### src/rtl/wb_port_arbiter.sv
// wb_port_arbiter
//   Shares the register-file write port between the MEM/WB stage and a
//   long-latency unit (LU, the mul/div result queue). Pipeline writes win.
//   When an LU result has been blocked for MAX_WAIT cycles, a one-cycle
//   pipeline stall is forced so that a bubble reaches MEM/WB and the LU can
//   write in that slot.
//
//   Handshake: the LU presents lu_valid with lu_rd/lu_data held stable; the
//   result is consumed in the cycle where lu_valid & lu_ready are both high.
//   lu_ready is combinational. A result addressed to x0 is acknowledged
//   immediately and never written.
//
// Ports
//   clk, rst                 clock (rising edge), async active-high reset
//   pipe_valid/rd/data       MEM/WB write request
//   lu_valid/rd/data         LU result; lu_ready acknowledges it
//   pipe_stall               registered; high exactly while in STALL
//   rf_we/rf_rd/rf_wdata     registered register-file write port
//   protocol_err             sticky; pipe write seen in the bubble slot
//   stall_events             saturating count of forced stalls
//   dbg_state, dbg_wait_cnt  FSM state and starvation counter for debug
module wb_port_arbiter #(
    parameter int DATA_W   = 32,
    parameter int ADDR_W   = 5,
    parameter int MAX_WAIT = 4
) (
    input  logic              clk,
    input  logic              rst,
    input  logic              pipe_valid,
    input  logic [ADDR_W-1:0] pipe_rd,
    input  logic [DATA_W-1:0] pipe_data,
    input  logic              lu_valid,
    input  logic [ADDR_W-1:0] lu_rd,
    input  logic [DATA_W-1:0] lu_data,
    output logic              lu_ready,
    output logic              pipe_stall,
    output logic              rf_we,
    output logic [ADDR_W-1:0] rf_rd,
    output logic [DATA_W-1:0] rf_wdata,
    output logic              protocol_err,
    output logic [15:0]       stall_events,
    output logic [1:0]        dbg_state,
    output logic [7:0]        dbg_wait_cnt
);

    typedef enum logic [1:0] {
        ST_IDLE  = 2'd0,
        ST_WAIT  = 2'd1,
        ST_STALL = 2'd2,
        ST_SLOT  = 2'd3
    } state_t;

    localparam logic [7:0] MAX_WAIT_C = 8'(MAX_WAIT);

    state_t            state_q, state_d;
    logic [7:0]        wait_cnt_q, wait_cnt_d;
    logic              err_q, err_d;
    logic              stall_q;
    logic [15:0]       events_q;
    logic              we_q;
    logic [ADDR_W-1:0] rd_q;
    logic [DATA_W-1:0] wdata_q;

    logic pipe_req;
    logic lu_nz;
    logic lu_grant;
    logic blocked;

    // A pipe write to x0 is not a request, so it never blocks the LU.
    assign pipe_req = pipe_valid & (pipe_rd != '0);
    assign lu_nz    = (lu_rd != '0);
    // The LU only writes when the pipe is not using the port; in the bubble
    // slot a (contract-violating) pipe write still wins.
    assign lu_grant = lu_valid & lu_nz & ~pipe_req;
    assign blocked  = lu_valid & lu_nz & pipe_req;
    // Gated by rst so a grant pending at reset is dropped.
    assign lu_ready = ~rst & ((lu_valid & ~lu_nz) | lu_grant);

    always_comb begin
        state_d    = state_q;
        wait_cnt_d = wait_cnt_q;
        err_d      = err_q;
        unique case (state_q)
            ST_IDLE: begin
                if (blocked) begin
                    wait_cnt_d = 8'd1;
                    if (MAX_WAIT == 1) state_d = ST_STALL;
                    else               state_d = ST_WAIT;
                end
            end
            ST_WAIT: begin
                if (lu_grant) begin
                    state_d    = ST_IDLE;
                    wait_cnt_d = 8'd0;
                end else if (blocked) begin
                    wait_cnt_d = wait_cnt_q + 8'd1;
                    if (wait_cnt_q + 8'd1 == MAX_WAIT_C) state_d = ST_STALL;
                end else begin
                    // LU withdrew its request (only possible around reset).
                    state_d    = ST_IDLE;
                    wait_cnt_d = 8'd0;
                end
            end
            ST_STALL: begin
                // The in-flight pipe write still owns the port this cycle.
                if (lu_grant) begin
                    state_d    = ST_IDLE;
                    wait_cnt_d = 8'd0;
                end else begin
                    state_d = ST_SLOT;
                end
            end
            ST_SLOT: begin
                if (pipe_req) begin
                    // Bubble did not land: pipe wins, flag it, stall again.
                    err_d   = 1'b1;
                    state_d = ST_STALL;
                end else begin
                    state_d    = ST_IDLE;
                    wait_cnt_d = 8'd0;
                end
            end
            default: begin
                state_d    = ST_IDLE;
                wait_cnt_d = 8'd0;
            end
        endcase
    end

    always_ff @(posedge clk or posedge rst) begin
        if (rst) begin
            state_q    <= ST_IDLE;
            wait_cnt_q <= 8'd0;
            err_q      <= 1'b0;
            stall_q    <= 1'b0;
            events_q   <= 16'd0;
            we_q       <= 1'b0;
            rd_q       <= '0;
            wdata_q    <= '0;
        end else begin
            state_q    <= state_d;
            wait_cnt_q <= wait_cnt_d;
            err_q      <= err_d;
            stall_q    <= (state_d == ST_STALL);
            if ((state_d == ST_STALL) && (events_q != 16'hFFFF))
                events_q <= events_q + 16'd1;
            we_q <= lu_grant | pipe_req;
            if (lu_grant) begin
                rd_q    <= lu_rd;
                wdata_q <= lu_data;
            end else if (pipe_req) begin
                rd_q    <= pipe_rd;
                wdata_q <= pipe_data;
            end
        end
    end

    assign pipe_stall   = stall_q;
    assign rf_we        = we_q;
    assign rf_rd        = rd_q;
    assign rf_wdata     = wdata_q;
    assign protocol_err = err_q;
    assign stall_events = events_q;
    assign dbg_state    = state_q;
    assign dbg_wait_cnt = wait_cnt_q;

endmodule

### config.mk
export PLATFORM = sky130hd
export DESIGN_NAME = wb_port_arbiter
export DESIGN_NICKNAME = d
export VERILOG_FILES = /design/src/rtl/wb_port_arbiter.sv
export SDC_FILE = /design/constraint.sdc
export NUM_CORES = 1
export LEC_CHECK = 0
export CAP_MARGIN = 20
export CORE_MARGIN = 1.5
export CORE_UTILIZATION = 25
export DETAILED_ROUTE_END_ITERATION = 10
export GPL_ROUTABILITY_DRIVEN = 1
export GPL_TIMING_DRIVEN = 0
export PLACE_DENSITY = 0.59
export SETUP_SLACK_MARGIN = 0.1
export SYNTH_ARGS = -nofsm -noshare
export SYNTH_HDL_FRONTEND = slang
export SYNTH_SLANG_ARGS = --single-unit
### constraint.sdc
create_clock -name clk -period 4.3 [get_ports clk]
set_clock_uncertainty 0.1 [all_clocks]
set_input_delay 0.86 -clock clk [delete_from_list [all_inputs] [get_ports clk]]
set_output_delay 0.86 -clock clk [all_outputs]
set_load 0.05 [all_outputs]
==> summary.md, run 1 <==
| Metric | Value |
|---|---|
| Worst EP required | `3340 ps` |
| Post-synthesis sequential area ratio | `50.6%` |
| Predominant post-synthesis flop cell | `dfrtp_1` |
| Setup-failing EPs final | `0` |
| Syn Inst Count | `311` |
| Kind of start point of the critical path | `input pin` |
| Fill count | `1268` |
| CTS tree | `done` |
| Status | `finished, final reports clean` |
| Reg2Reg Setup Slack | `2030 ps` |
| Vias in the first global route | `3114` |
| Syn Area/Cell | `10.5 um2` |
| Number of synthesized flops with an enable pin | `0` |
| Clock latency on the worst-skew pair | `330 ps` |
| DP Worst Slack | `45.1 ps` |
| Hold Crit Class | `flop to flop` |
| Die span in y | `117 um` |
| RSZ-0062 raised after global routing | `false` |
| DP Area | `4910 um2` |
| DR DRC count | `0` |
| Port Buffers | `143` |
| Initial antenna violation count | `1` |
| Die width | `117 um` |
| Crit path cell chain | `clkdlybuf4s50_1 > or4_4 > o21a_1 > buf_6 > o21ai_0 > and3_1 > dlygate4sd2_1` |
| Maximum vdd drop | `193 uV` |
| # IOs | `145` |
| Comb power frac | `25.2%` |
| Clock power share | `40.5%` |
| Root buffer cell | `clkbuf_16` |
| Final period util | `92.2%` |
| Wire per inst | `15.1 um` |
| Max Cap Viol | `0` |
| Cell row count | `41` |
| Sw Pwr | `631 uW` |
| WHS | `385 ps` |
| Final instance area | `5240 um2` |
| First-pass GRT wire length | `15.3 mm` |
| Async set-reset flop share out of synthesis | `100%` |
| Pint | `1.45 mW` |
| Synthesized cell area | `3260 um2` |
| Reg2Reg Depth | `7` |
| Cell area power density | `397 nW/um2` |
| Vias per inst | `4.57` |
| Largest net degree at the start of global routing | `68` |
| Via count | `2933` |
| Post-Layout Cell Count | `642` |
| Post-DRT Antenna Nets | `0` |
| Setup_tns | `0 ps` |
| Drt total wl | `9.68 mm` |
| Post-DP HPWL | `7.21 mm` |
| Grt total ovfl | `0` |
| Worst endpoint data arrival time | `3010 ps` |
| Die area | `13700 um2` |
| Slack of the critical path | `333 ps` |
| Most common cell after layout, fill and taps aside | `clkdlybuf4s50_1` |
| GP Congestion | `0.780` |
| Yosys warning count | `0` |
| Inserted Clock Buffers | `9` |
| Final #Nets | `545` |
| Max Clock Freq | `252 MHz` |
| Unique cell type count in the Yosys netlist | `44` |
| Starting density of the core | `25.7%` |
| Setup CP Type | `input pin to output pin` |
| Total leakage power | `2.29 nW` |
| Total chip power | `2.08 mW` |
| Antenna diode count | `0` |
| Share of cells above drive strength 1 | `8.51%` |
| Worst Path Max Fanout | `10` |
| Final core utilization | `41.4%` |
| Clock-pin slew on the worst setup and hold paths | `60 ps` |
| Worst reg2reg startpoint | `dbg_wait_cnt[0]$_DFFE_PP0P_` |
| Worst Hold End | `protocol_err$_DFFE_PP0P_` |
| Post-synth net total | `391` |
| Worst-case clock buffer depth | `2` |
| GRT Total Usage | `14.8%` |
| Final Max Tran Viols | `0` |
| Placed cells | `626` |
| Cells on Worst Hold Path | `1` |
| Core area | `12700 um2` |
| H-tree depth | `3` |
| Initial DRC count | `93` |
| Setup bufs post-CTS | `0` |
| Max incr delay on CP | `570 ps` |
| Hold_sp | `protocol_err$_DFFE_PP0P_` |
| Flop pwr share | `34.3%` |
| DRT Pass-1 Iters | `4` |
| Minimum clock period | `3970 ps` |
| Switch share | `30.3%` |
| Hold Vio Cnt, Final | `0` |
| FF+latch count, synth | `66` |
| Most frequent cells in the layout | `clkdlybuf4s50_1 (142), dfrtp_1 (66), nand2_1 (49)` |
| Sink Count | `66` |
| Slew of the pin with the lowest slew margin | `845 ps` |
| Endpoint of the worst register-to-register path | `stall_events[4]$_DFFE_PP0P_` |
| CP endpoint kind | `output pin` |
| CP max stage cell | `or4_4` |
| Rel. slew slack | `43.7%` |
| Area growth syn-to-layout | `60.8%` |
worst max-delay path, delay by kind of cell:
kind / cells / cell delay, ps
AOI/OAI and AO/OA: 2 / 290
and+or+nand+nor: 2 / 730
buffers and inverters: 3 / 1110
worst max-delay path by stage:
stage	end	startpoint	cells past startpoint	slack, ps
2_1_floorplan	lu_ready	rst	2	440
3_3_place_gp	lu_ready	rst	4	-1210
3_5_place_dp	lu_ready	pipe_rd[1]	7	50
4_1_cts	lu_ready	pipe_rd[1]	7	320
5_1_grt	lu_ready	pipe_rd[1]	7	240
6_report	lu_ready	pipe_rd[1]	7	330
power by group through the flow:
stage | sequential [mW] | combinational, mW | clock (mW)
finish | 0.714 | 0.524 | 0.841
global route | 0.723 | 0.558 | 0.890
CTS | 0.715 | 0.532 | 0.858
detailed placement | 0.725 | 0.530 | 0
global placement | 0.723 | 0.526 | 0
floorplan | 0.905 | 0.125 | 0
flip-flops by register name, indices dropped and copies added (netlist names):
| register | count |
|---|---|
| rf_rd | 5 |
| rf_wdata | 32 |
| dbg_wait_cnt | 8 |
| pipe_stall | 1 |
| dbg_state | 2 |
| rf_we | 1 |
| protocol_err | 1 |
| stall_events | 16 |
layout make-up:
type	instances	area (um2)	area share, %
Tap cell	172	215	4.10
Clock buffer	10	229	4.37
Timing Repair Buffer	143	1430	27.3
Inverter	5	21.3	0.406
Sequential cell	66	1650	31.5
Clock inverter	6	105	2.00
Multi-Input combinational cell	222	1490	28.5
Buffer	18	98.8	1.88
cells by family after synthesis:
kind of cell	after synthesis	share of synthesized area, %
muxes	39	12.0
xor gates and xnor gates	17	4.56
AOI/OAI and AO/OA	65	12.7
and+or+nand+nor	99	15.7
adders and majority gates	2	0.767
DFF	66	50.6
buffers and inverters	23	3.61
repair_timing:
| item | 4_1_cts | 5_1_grt |
|---|---|---|
| endpoints found under the hold margin | 0 | 0 |
| setup endpoints to repair | 1 | 0 |
| gates resized for setup | 1 | 0 |
| hold buffers | 0 | 0 |
routing by layer:
metal / routed length, um / track usage (%)
met3: 643 / 4.38
met1: 4390 / 18.0
met5: 0 / 0
met2: 4480 / 24.4
met4: 170 / 6.18
cell usage after synthesis (3+ instances only):
master,instances,share of area [%]
o21ai_0,45,6.9
nand3_1,11,1.7
and3_1,3,0.58
buf_2,4,0.61
buf_4,3,0.69
xor2_1,15,4.0
nor3_1,12,1.8
nor2_1,4,0.46
a21o_1,3,0.69
inv_1,5,0.58
o21bai_1,3,0.69
nand2_1,49,5.6
dfrtp_1,66,51
nor4_1,3,0.58
clkbuf_1,9,1.0
mux2i_1,37,11
No activity file was read; power rests on OpenSTA's default activity.
==> run 2: changes to the inputs <==
CAP_MARGIN = 40   (was 20)
SKIP_CTS_REPAIR_TIMING = 1   (was not set)
==> summary.md, run 2 (synthesis gave the netlist of run 1 again) <==
| Metric | Value |
|---|---|
| Vias per inst | `4.52 (-0.97%)` |
| Maximum vdd drop | `259 uV (+34%)` |
| First-pass GRT wire length | `15.7 mm (+2.9%)` |
| Final Max Tran Viols | `0 (unchanged)` |
| Area growth syn-to-layout | `60.6%` |
| Clock power share | `37.1% (-3.4 points)` |
| Slew of the pin with the lowest slew margin | `578 ps (-268 ps)` |
| Most common cell after layout, fill and taps aside | `clkdlybuf4s50_1` |
| DR DRC count | `0 (unchanged)` |
| DRT Pass-1 Iters | `4 (unchanged)` |
| Total chip power | `1.97 mW (-5.1%)` |
| Die span in y | `117 um (unchanged)` |
| Final period util | `89.4% (-2.8 points)` |
| Sink Count | `66 (unchanged)` |
| Hold Vio Cnt, Final | `0 (unchanged)` |
| Grt total ovfl | `0 (unchanged)` |
| Most frequent cells in the layout | `clkdlybuf4s50_1 (142), dfrtp_1 (66), nand2_1 (49)` |
| Minimum clock period | `3840 ps (-122 ps)` |
| Post-DP HPWL | `7.24 mm (+0.49%)` |
| CP Launch Point | `pipe_rd[1]` |
| Drt total wl | `9.72 mm (+0.48%)` |
| Antenna diode count | `0 (unchanged)` |
| Setup-failing EPs final | `0 (unchanged)` |
| Core area | `12700 um2 (unchanged)` |
| Cell area power density | `377 nW/um2 (-5.0%)` |
| Setup_tns | `0 ps (unchanged)` |
| Worst reg2reg startpoint | `dbg_wait_cnt[0]$_DFFE_PP0P_` |
| Comb power frac | `26.7% (+1.5 points)` |
| Post-DRT Antenna Nets | `0 (unchanged)` |
| CP Capture Point | `lu_ready` |
| Post-Layout Cell Count | `643 (+0.16%)` |
| Max Cap Viol | `0 (unchanged)` |
| Via count | `2909 (-0.82%)` |
| Worst endpoint data arrival time | `2880 ps (-130 ps)` |
| CTS tree | `done` |
| Total leakage power | `2.28 nW (-0.11%)` |
| Pint | `1.34 mW (-7.7%)` |
| CP endpoint kind | `output pin` |
| Clock latency on the worst-skew pair | `330 ps (about the same)` |
| Max FFs per register | `32 (unchanged)` |
| Vias in the first global route | `3104 (-0.32%)` |
| Port Buffers | `143 (unchanged)` |
| RSZ-0062 raised after global routing | `false` |
| Worst-case clock buffer depth | `2 (unchanged)` |
| Final #Nets | `546 (+0.18%)` |
| Final instance area | `5240 um2 (-0.12%)` |
| Setup CP Type | `input pin to output pin` |
| DP Worst Slack | `55.2 ps (+10.1 ps)` |
| Sw Pwr | `635 uW (+0.66%)` |
| Die width | `117 um (unchanged)` |
| H-tree depth | `3 (unchanged)` |
| Switch share | `32.2% (+1.9 points)` |
| # IOs | `145 (unchanged)` |
| Share of cells above drive strength 1 | `8.70% (+0.19 points)` |
| Status | `finished, final reports clean` |
| Cell row count | `41 (unchanged)` |
| DP Area | `4940 um2 (+0.56%)` |
| Fill count | `1268 (unchanged)` |
| Hold Crit Class | `flop to flop` |
| Die area | `13700 um2 (unchanged)` |
| Endpoint of the worst register-to-register path | `stall_events[4]$_DFFE_PP0P_` |
| GRT Total Usage | `15.1% (+0.32 points)` |
| Clock-pin slew on the worst setup and hold paths | `50 ps (about the same)` |
| Kind of start point of the critical path | `input pin` |
| Flop pwr share | `36.2% (+1.9 points)` |
| GP Congestion | `0.780 (unchanged)` |
| Worst EP required | `3340 ps (about the same)` |
| Root buffer cell | `clkbuf_16` |
| Starting density of the core | `25.7% (unchanged)` |
| Initial antenna violation count | `1 (unchanged)` |
| Worst Path Max Fanout | `10 (unchanged)` |
| Inserted Clock Buffers | `9 (unchanged)` |
| Wire per inst | `15.1 um (+0.32%)` |
| Placed cells | `627 (+0.16%)` |
| Reg2Reg Setup Slack | `2050 ps (+20 ps)` |
| Reg2Reg Depth | `7 (unchanged)` |
| Largest net degree at the start of global routing | `51 (-25%)` |
| Initial DRC count | `93 (unchanged)` |
| Slack of the critical path | `455 ps (+122 ps)` |
| Rel. slew slack | `61.2% (+18 points)` |
| Max Clock Freq | `260 MHz (+3.2%)` |
run 2: changes by cell type in the layout (fill, tap and decap cells not counted):
cell,change
bufinv_16,-2
dlymetal6s2s_1,+1
clkinv_2,-2
dlygate4sd2_1,-1
clkinvlp_4,+2
clkinv_4,+2
buf_16,+1
run 2: layer usage:
| layer | global-route usage [%] | share of wire (%) |
|---|---|---|
| met4 | 5.86 | 1.8 |
| met5 | 0 | 0 |
| met1 | 19.4 | 46 |
| met3 | 4.02 | 6.7 |
| met2 | 24.2 | 46 |
run 2: area by class of cell:
| class | count | area [um2] | share of cell area, % |
|---|---|---|---|
| plain buffers | 18 | 98.8 | 1.89 |
| clock inverters | 6 | 67.6 | 1.29 |
| multi-input cells | 222 | 1490 | 28.5 |
| repair buffers | 144 | 1460 | 27.9 |
| flip-flops and latches | 66 | 1650 | 31.5 |
| well taps | 172 | 215 | 4.11 |
| clock buffers | 10 | 229 | 4.37 |
| inverters | 5 | 21.3 | 0.406 |
run 2: worst max-delay path: stages:
cell,delay [ps]
clkdlybuf4s50_1,430
or4_4,570
o21a_1,210
buf_6,150
o21ai_0,70
and3_1,160
dlymetal6s2s_1,430
run 2: per-stage QoR:
| step | hold slack [ps] | util [%] |
|---|---|---|
| detailed placement | 371 | 39.0 |
| floorplan | 688 | - |
| finish | 384 | 41.3 |
| global route | 416 | 41.3 |
| CTS | 395 | 41.3 |
| global placement | 361 | 38.7 |
run 2: power groups by stage:
| stage | Clock [mW] | Sequential [mW] | Combinational (mW) |
|---|---|---|---|
| final | 0.731 | 0.714 | 0.527 |
| after CTS | 0.760 | 0.715 | 0.534 |
| after global placement | 0 | 0.723 | 0.526 |
| after global routing | 0.788 | 0.724 | 0.562 |
| after detailed placement | 0 | 0.725 | 0.533 |
| after floorplan | 0 | 0.905 | 0.125 |
run 2: how the worst min path moves through the flow:
stage	from	end	slack, ps	cells after the start
final	protocol_err$_DFFE_PP0P_	protocol_err$_DFFE_PP0P_	380	1
after floorplan	dbg_wait_cnt[6]$_DFFE_PP0P_	dbg_wait_cnt[6]$_DFFE_PP0P_	690	2
after global routing	stall_events[15]$_DFFE_PP0P_	stall_events[15]$_DFFE_PP0P_	420	1
after detailed placement	protocol_err$_DFFE_PP0P_	protocol_err$_DFFE_PP0P_	370	1
after CTS	protocol_err$_DFFE_PP0P_	protocol_err$_DFFE_PP0P_	390	1
after global placement	protocol_err$_DFFE_PP0P_	protocol_err$_DFFE_PP0P_	360	1
==> run 3: changes to the inputs <==
SETUP_SLACK_MARGIN = 0.05   (was 0.1)
==> results of run 3 <==
No change in the layout: final DEF, timing and power equal those of run 2.
